[src/rtl/pattern_scheduler_pkg.sv]
// rtl/pattern_scheduler_pkg.sv - shared constants and types for the pattern scheduler
package pattern_scheduler_pkg;

  localparam int RGB_W = 12;

  // Board wiring order of the pattern sources on pat_rgb
  localparam int PAT_BARS    = 0;
  localparam int PAT_CHECKER = 1;
  localparam int PAT_GRAD    = 2;
  localparam int PAT_SOLID   = 3;

  typedef enum logic {
    WAIT_SYNC = 1'b0,
    RUN       = 1'b1
  } sched_state_t;

  typedef logic [RGB_W-1:0] rgb_t;

endpackage

[src/rtl/pattern_scheduler_if.sv]
// rtl/pattern_scheduler_if.sv - video-side bus between timing/pattern sources and the scheduler
interface pattern_scheduler_if #(
  parameter int NUM_PATTERNS = 4
) ();
  import pattern_scheduler_pkg::*;

  localparam int SEL_W = $clog2(NUM_PATTERNS);

  logic                          frame_start;
  logic                          de;
  logic [RGB_W*NUM_PATTERNS-1:0] pat_rgb;
  logic [RGB_W-1:0]              rgb_out;
  logic [SEL_W-1:0]              pat_sel;
  logic                          sel_change;

  modport master (
    output frame_start, de, pat_rgb,
    input  rgb_out, pat_sel, sel_change
  );

  modport slave (
    input  frame_start, de, pat_rgb,
    output rgb_out, pat_sel, sel_change
  );

endinterface

[src/rtl/pattern_scheduler_btn_debounce.sv]
// rtl/pattern_scheduler_btn_debounce.sv - push-button synchroniser, debouncer and press detector
module btn_debounce #(
  parameter int DEBOUNCE_CYCLES = 250000
) (
  input  logic clk,
  input  logic rst_n,
  input  logic btn,
  output logic level,
  output logic press
);

  localparam int CNT_W = $clog2(DEBOUNCE_CYCLES + 1);
  localparam logic [CNT_W-1:0] CNT_LAST = CNT_W'(DEBOUNCE_CYCLES - 1);

  logic [1:0]       sync;
  logic [CNT_W-1:0] cnt;

  // Counter runs only while the synchronised input disagrees with the accepted level
  always_ff @(posedge clk) begin
    if (!rst_n) begin
      sync  <= '0;
      cnt   <= '0;
      level <= 1'b0;
      press <= 1'b0;
    end else begin
      sync  <= {sync[0], btn};
      press <= 1'b0;
      if (sync[1] == level) begin
        cnt <= '0;
      end else if (cnt == CNT_LAST) begin
        cnt   <= '0;
        level <= sync[1];
        press <= sync[1];
      end else begin
        cnt <= cnt + CNT_W'(1);
      end
    end
  end

endmodule

[src/rtl/pattern_scheduler.sv]
// rtl/pattern_scheduler.sv - selects the active test pattern and switches it only at frame boundaries
module pattern_scheduler
  import pattern_scheduler_pkg::*;
#(
  parameter int NUM_PATTERNS       = 4,
  parameter int FRAMES_PER_PATTERN = 60,
  parameter int DEBOUNCE_CYCLES    = 250000
) (
  input  logic clk,
  input  logic rst_n,
  input  logic btn_next,
  input  logic auto_en,
  pattern_scheduler_if.slave bus
);

  localparam int SEL_W = $clog2(NUM_PATTERNS);
  localparam int CNT_W = $clog2(FRAMES_PER_PATTERN + 1);
  localparam logic [CNT_W-1:0] CNT_LAST = CNT_W'(FRAMES_PER_PATTERN - 1);
  localparam logic [SEL_W-1:0] SEL_LAST = SEL_W'(NUM_PATTERNS - 1);

  sched_state_t     state;
  logic [SEL_W-1:0] pat_sel;
  logic [SEL_W-1:0] next_sel;
  logic [SEL_W-1:0] effective_sel;
  logic [CNT_W-1:0] frame_cnt;
  logic             pending;
  logic             sel_change;
  rgb_t             rgb_out;
  logic             btn_level;
  logic             btn_press;
  logic             auto_tc;
  logic             advance;
  logic             show;
  rgb_t             src [NUM_PATTERNS];

  btn_debounce #(
    .DEBOUNCE_CYCLES(DEBOUNCE_CYCLES)
  ) u_btn (
    .clk   (clk),
    .rst_n (rst_n),
    .btn   (btn_next),
    .level (btn_level),
    .press (btn_press)
  );

  for (genvar i = 0; i < NUM_PATTERNS; i++) begin : g_src
    assign src[i] = bus.pat_rgb[i*RGB_W +: RGB_W];
  end

  // The advancing frame_start cycle already renders pixel (0,0) from the new source
  always_comb begin
    next_sel      = (pat_sel == SEL_LAST) ? '0 : pat_sel + SEL_W'(1);
    auto_tc       = auto_en && (frame_cnt == CNT_LAST);
    advance       = (state == RUN) && bus.frame_start && (pending || auto_tc);
    effective_sel = advance ? next_sel : pat_sel;
    show          = ((state == RUN) || bus.frame_start) && bus.de;
  end

  always_ff @(posedge clk) begin
    if (!rst_n) begin
      state      <= WAIT_SYNC;
      pat_sel    <= '0;
      pending    <= 1'b0;
      frame_cnt  <= '0;
      sel_change <= 1'b0;
      rgb_out    <= '0;
    end else begin
      sel_change <= advance;
      rgb_out    <= show ? src[effective_sel] : '0;
      case (state)
        WAIT_SYNC: begin
          if (bus.frame_start) state <= RUN;
        end
        RUN: begin
          if (advance) pat_sel <= next_sel;
          // A press landing on an advancing frame_start belongs to the new frame
          if (btn_press && btn_level) pending <= 1'b1;
          else if (advance)           pending <= 1'b0;
          if (!auto_en || advance)    frame_cnt <= '0;
          else if (bus.frame_start)   frame_cnt <= frame_cnt + CNT_W'(1);
        end
      endcase
    end
  end

  assign bus.rgb_out    = rgb_out;
  assign bus.pat_sel    = pat_sel;
  assign bus.sel_change = sel_change;

endmodule
[src/flat_wrapper.sv]
// flat-port wrapper written by rule: the top's interface ports become plain ports
module pattern_scheduler_flat import pattern_scheduler_pkg::*;
#(
  parameter int NUM_PATTERNS       = 4,
  parameter int FRAMES_PER_PATTERN = 60,
  parameter int DEBOUNCE_CYCLES    = 250000
)
  (clk, rst_n, btn_next, auto_en, bus_frame_start, bus_de, bus_pat_rgb, bus_rgb_out, bus_pat_sel, bus_sel_change);
  pattern_scheduler_if #(.NUM_PATTERNS(NUM_PATTERNS)) bus_i ();
  input  logic clk;
  input  logic rst_n;
  input  logic btn_next;
  input  logic auto_en;
  input wire logic [$bits(bus_i.frame_start)-1:0] bus_frame_start;
  input wire logic [$bits(bus_i.de)-1:0] bus_de;
  input wire logic [$bits(bus_i.pat_rgb)-1:0] bus_pat_rgb;
  output wire logic [$bits(bus_i.rgb_out)-1:0] bus_rgb_out;
  output wire logic [$bits(bus_i.pat_sel)-1:0] bus_pat_sel;
  output wire logic [$bits(bus_i.sel_change)-1:0] bus_sel_change;
  assign bus_i.frame_start = bus_frame_start;
  assign bus_i.de = bus_de;
  assign bus_i.pat_rgb = bus_pat_rgb;
  assign bus_rgb_out = bus_i.rgb_out;
  assign bus_pat_sel = bus_i.pat_sel;
  assign bus_sel_change = bus_i.sel_change;
  pattern_scheduler #(.NUM_PATTERNS(NUM_PATTERNS), .FRAMES_PER_PATTERN(FRAMES_PER_PATTERN), .DEBOUNCE_CYCLES(DEBOUNCE_CYCLES)) u_core (.clk(clk), .rst_n(rst_n), .btn_next(btn_next), .auto_en(auto_en), .bus(bus_i));
endmodule
[config.mk]
export PLATFORM = sky130hd
export DESIGN_NAME = pattern_scheduler_flat
export DESIGN_NICKNAME = d
export VERILOG_FILES = /design/src/rtl/pattern_scheduler_pkg.sv /design/src/rtl/pattern_scheduler_if.sv /design/src/rtl/pattern_scheduler_btn_debounce.sv /design/src/rtl/pattern_scheduler.sv /design/src/flat_wrapper.sv
export SDC_FILE = /design/constraint.sdc
export NUM_CORES = 1
export LEC_CHECK = 0
export CORE_UTILIZATION = 43
export DETAILED_ROUTE_END_ITERATION = 7
export HOLD_SLACK_MARGIN = 0.06
export PLACE_DENSITY = 0.76
export SLEW_MARGIN = 25
export SYNTH_ARGS = -nofsm -noshare
export SYNTH_HDL_FRONTEND = slang
export SYNTH_SLANG_ARGS = --single-unit
[constraint.sdc]
create_clock -name clk -period 2.17 [get_ports clk]
set_clock_uncertainty 0.15 [all_clocks]
set_input_delay 0.3255 -clock clk [delete_from_list [all_inputs] [get_ports clk]]
set_output_delay 0.3255 -clock clk [all_outputs]
set_load 0.05 [all_outputs]
==> out/metrics.yaml <==
die:
  row_count: 27
  fp.dieW_um: 77.3
  initial_core_util_pct: 44.5
  io_pins: 69
  die_area_um2: 5970
  fp.coreArea_um2: 5470
  dieHeight_um: 77.3
min_path:
  worstHoldPathType: "register to register"
timing:
  post-route-period-util_pct: 95.6
  setup-tns-final_ps: 0
  drv_slew: 0
  rsz0062_at_grt: "false"
  slew_headroom_pct: 65.2
  setup_viol: 0
  timing.fmax_ghz: 0.482
  finalHoldViolCount: 0
  finalCriticalPeriod_ps: 2070
  worst_pin_slew_ps: 521
global_route:
  grt_util_all_layers_pct: 18.7
  grt_antenna_before_repair: 0
  grt_pass1_vias: 2031
  grt_max_degree: 16
  grt_pass1_wl_mm: 8.69
  grt_overflow: 0
logic_synthesis:
  synth_fp_nets: 283
  synthMuxAreaShare_pct: 27.9
  ys_seq_area_share_pct: 37.0
  yosys.area_share.simple_pct: 19.2
  synthAdderAreaFrac_pct: 1.54
  ys_ff_latch: 45
  yosys_warnings: 0
  async_flop_share_pct: 0
  synthesis.area_um2: 2440
  synth_top_family_by_area: "multiplexers"
  synth.distinct_cells: 38
  synth_edf_count: 0
  avgSynthCellArea_um2: 10.8
  synth_compound_area_share_pct: 4.37
  synth_xor_area_share_pct: 7.19
  ys.flop_type: "dfxtp_1"
  netlist_instances: 226
setup_path:
  critical_path_arrival_ps: 2120
  path_buf_inv: 1
  cp.required_ps: 2210
  cp_top_family: "simple AND/OR/NAND/NOR gates"
  crit_path_end_kind: "register"
  slowest_delay_ps: 570
  path_cells: "or4b_1 > or4_4 > o211ai_4 > buf_4 > nor2_1"
  critical_path_class: "register to register"
  critPathLaunchType: "register"
  cpMaxStageDelayCell: "or4_4"
  cp_max_fo: 8
detailed_routing:
  drt_iter0_markers: 113
  dr_wl_met3_um: 432
  routed.top_layer: "met4"
  vias_per_cell: 5.32
  drc: 0
  routed_wirelength_mm: 5.15
  wl_per_cell_um: 13.6
  drt_pass1_iterations: 4
  vias: 2010
  drt-met1-wl_mm: 2.01
  route.met2.wl_mm: 2.63
  ant_nets: 0
clock_network:
  numCtsBuffers: 5
  cts_htree_levels: 2
  clk_pin_slew_worst_paths_ps: 80
  clk_latency_ps: 300
  clockRootBuffer: "clkbuf_8"
  clock-sinks: 45
  cts_setup_buffers: 0
  cts_tree: "done"
  post_cts_resized: 0
  clockBufferDepth: 2
  cts_hold_buf: 0
final_layout:
  antenna_cells: 0
  finalNonFillerCells: 378
  multi_input_area_um2: 1470
  seq_area_um2: 903
  drive_gt1_share_pct: 17.3
  syn_to_final_growth_pct: 39.0
  fin_area_um2: 3390
  fin_nets: 363
  fillers: 467
power:
  cellPowerDensity_nw_per_um2: 492
  p_leak_nw: 1.16
  peakVddDrop_mv: 0.265
outcome:
  status: "completed"
place:
  hpwl_mm: 4.09
  portBuffers: 68
  dpl_cell_area_um2: 3280
  dp.cells: 371
  gp_congestion: 0.810
run:
  cap_violations: 0
-- flip-flops by register name (all words and copies together) (netlist names) --
register,flops
u_core.u_btn.cnt,18
u_core.bus.rgb_out,12
u_core.frame_cnt,6
u_core.bus.pat_sel,2
u_core.u_btn.sync,2
u_core.bus.sel_change,1
u_core.pending,1
u_core.state,1
u_core.u_btn.level,1
u_core.u_btn.press,1
-- logic make-up (layout without fill, tap and decap cells) --
family | after synthesis | count (layout)
AND/OR/NAND/NOR | 91 | 91
flip-flops | 45 | 45
multiplexers | 38 | 38
XOR/XNOR | 20 | 20
buffers and inverters | 16 | 96
AO/OA/AOI/OAI | 13 | 13
adder cells (fa/ha/maj) | 3 | 3
-- through the flow --
step | power [mW] | hold slack (ps) | util, % | setup slack, ps
after floorplan | 0.955 | 262 | - | 48.0
after global placement | 1.08 | 264 | 60.0 | 146
after detailed placement | 1.09 | 269 | 60.0 | 108
after CTS | 1.69 | 290 | 61.9 | 92.1
after global routing | 1.74 | 334 | 61.9 | 31.2
final | 1.67 | 288 | 61.9 | 95.6
-- routing by layer --
metal  GRT usage (%)  vias to the layer above
met3            6.67                        4
met1            19.7                      940
met4            7.92                        0
li1                -                      996
met5               0                        -
met2            33.5                       70
-- area by class of cell --
cell class	instances	area share, %
multi-input combinational	165	43.3
sequential	45	26.7
timing repair buffer	83	23.6
tap	72	2.66
clock buffer	5	2.03
clock inverter	2	1.03
inverter	6	0.665
-- path summary, 6_finish.rpt --
kind                                      startpoint              endpoint  slack [ps]  cells past startpoint
worst min register to register  u_core.u_btn.sync[0]  u_core.u_btn.sync[1]         290                      1
worst min-delay path            u_core.u_btn.sync[0]  u_core.u_btn.sync[1]         290                      1
worst max register to register  u_core.u_btn.cnt[12]   u_core.u_btn.cnt[5]         100                      5
worst max-delay path            u_core.u_btn.cnt[12]   u_core.u_btn.cnt[5]         100                      5
-- cells in the mapped netlist (2+ instances only) --
master | count | area, µm²
inv_1 | 6 | 22.5
xnor2_1 | 13 | 114
nor2_1 | 37 | 139
nor2b_1 | 5 | 31.3
nand3_1 | 9 | 45.0
dfxtp_1 | 45 | 901
mux2i_1 | 14 | 140
clkbuf_1 | 7 | 26.3
a32oi_1 | 2 | 17.5
and3_1 | 4 | 25.0
nor4_1 | 6 | 37.5
nor3_1 | 3 | 15.0
ha_1 | 3 | 37.5
nand2_1 | 7 | 26.3
and2_1 | 5 | 31.3
xor2_1 | 7 | 61.3
a21oi_1 | 3 | 15.0
or4_1 | 2 | 15.0
mux4_2 | 24 | 541
nand4_1 | 6 | 37.5
-- cell usage in the layout (no fill, tap or decap), types with 7 or more instances in the layout --
cell / count
nand2_1: 7
mux4_2: 24
nor2_1: 37
nand3_1: 9
mux2i_1: 14
clkdlybuf4s50_1: 66
xnor2_1: 13
buf_4: 16
xor2_1: 7
dfxtp_1: 43
-- power by group --
group	leakage (nW)	total (mW)	internal (mW)	switching (mW)
registers	0.366	0.845	0.837	0.00785
logic	0.743	0.223	0.141	0.0825
clock network	0.0540	0.598	0.335	0.263
total	1.16	1.67	1.31	0.354
No activity file was read; power rests on OpenSTA's default activity.
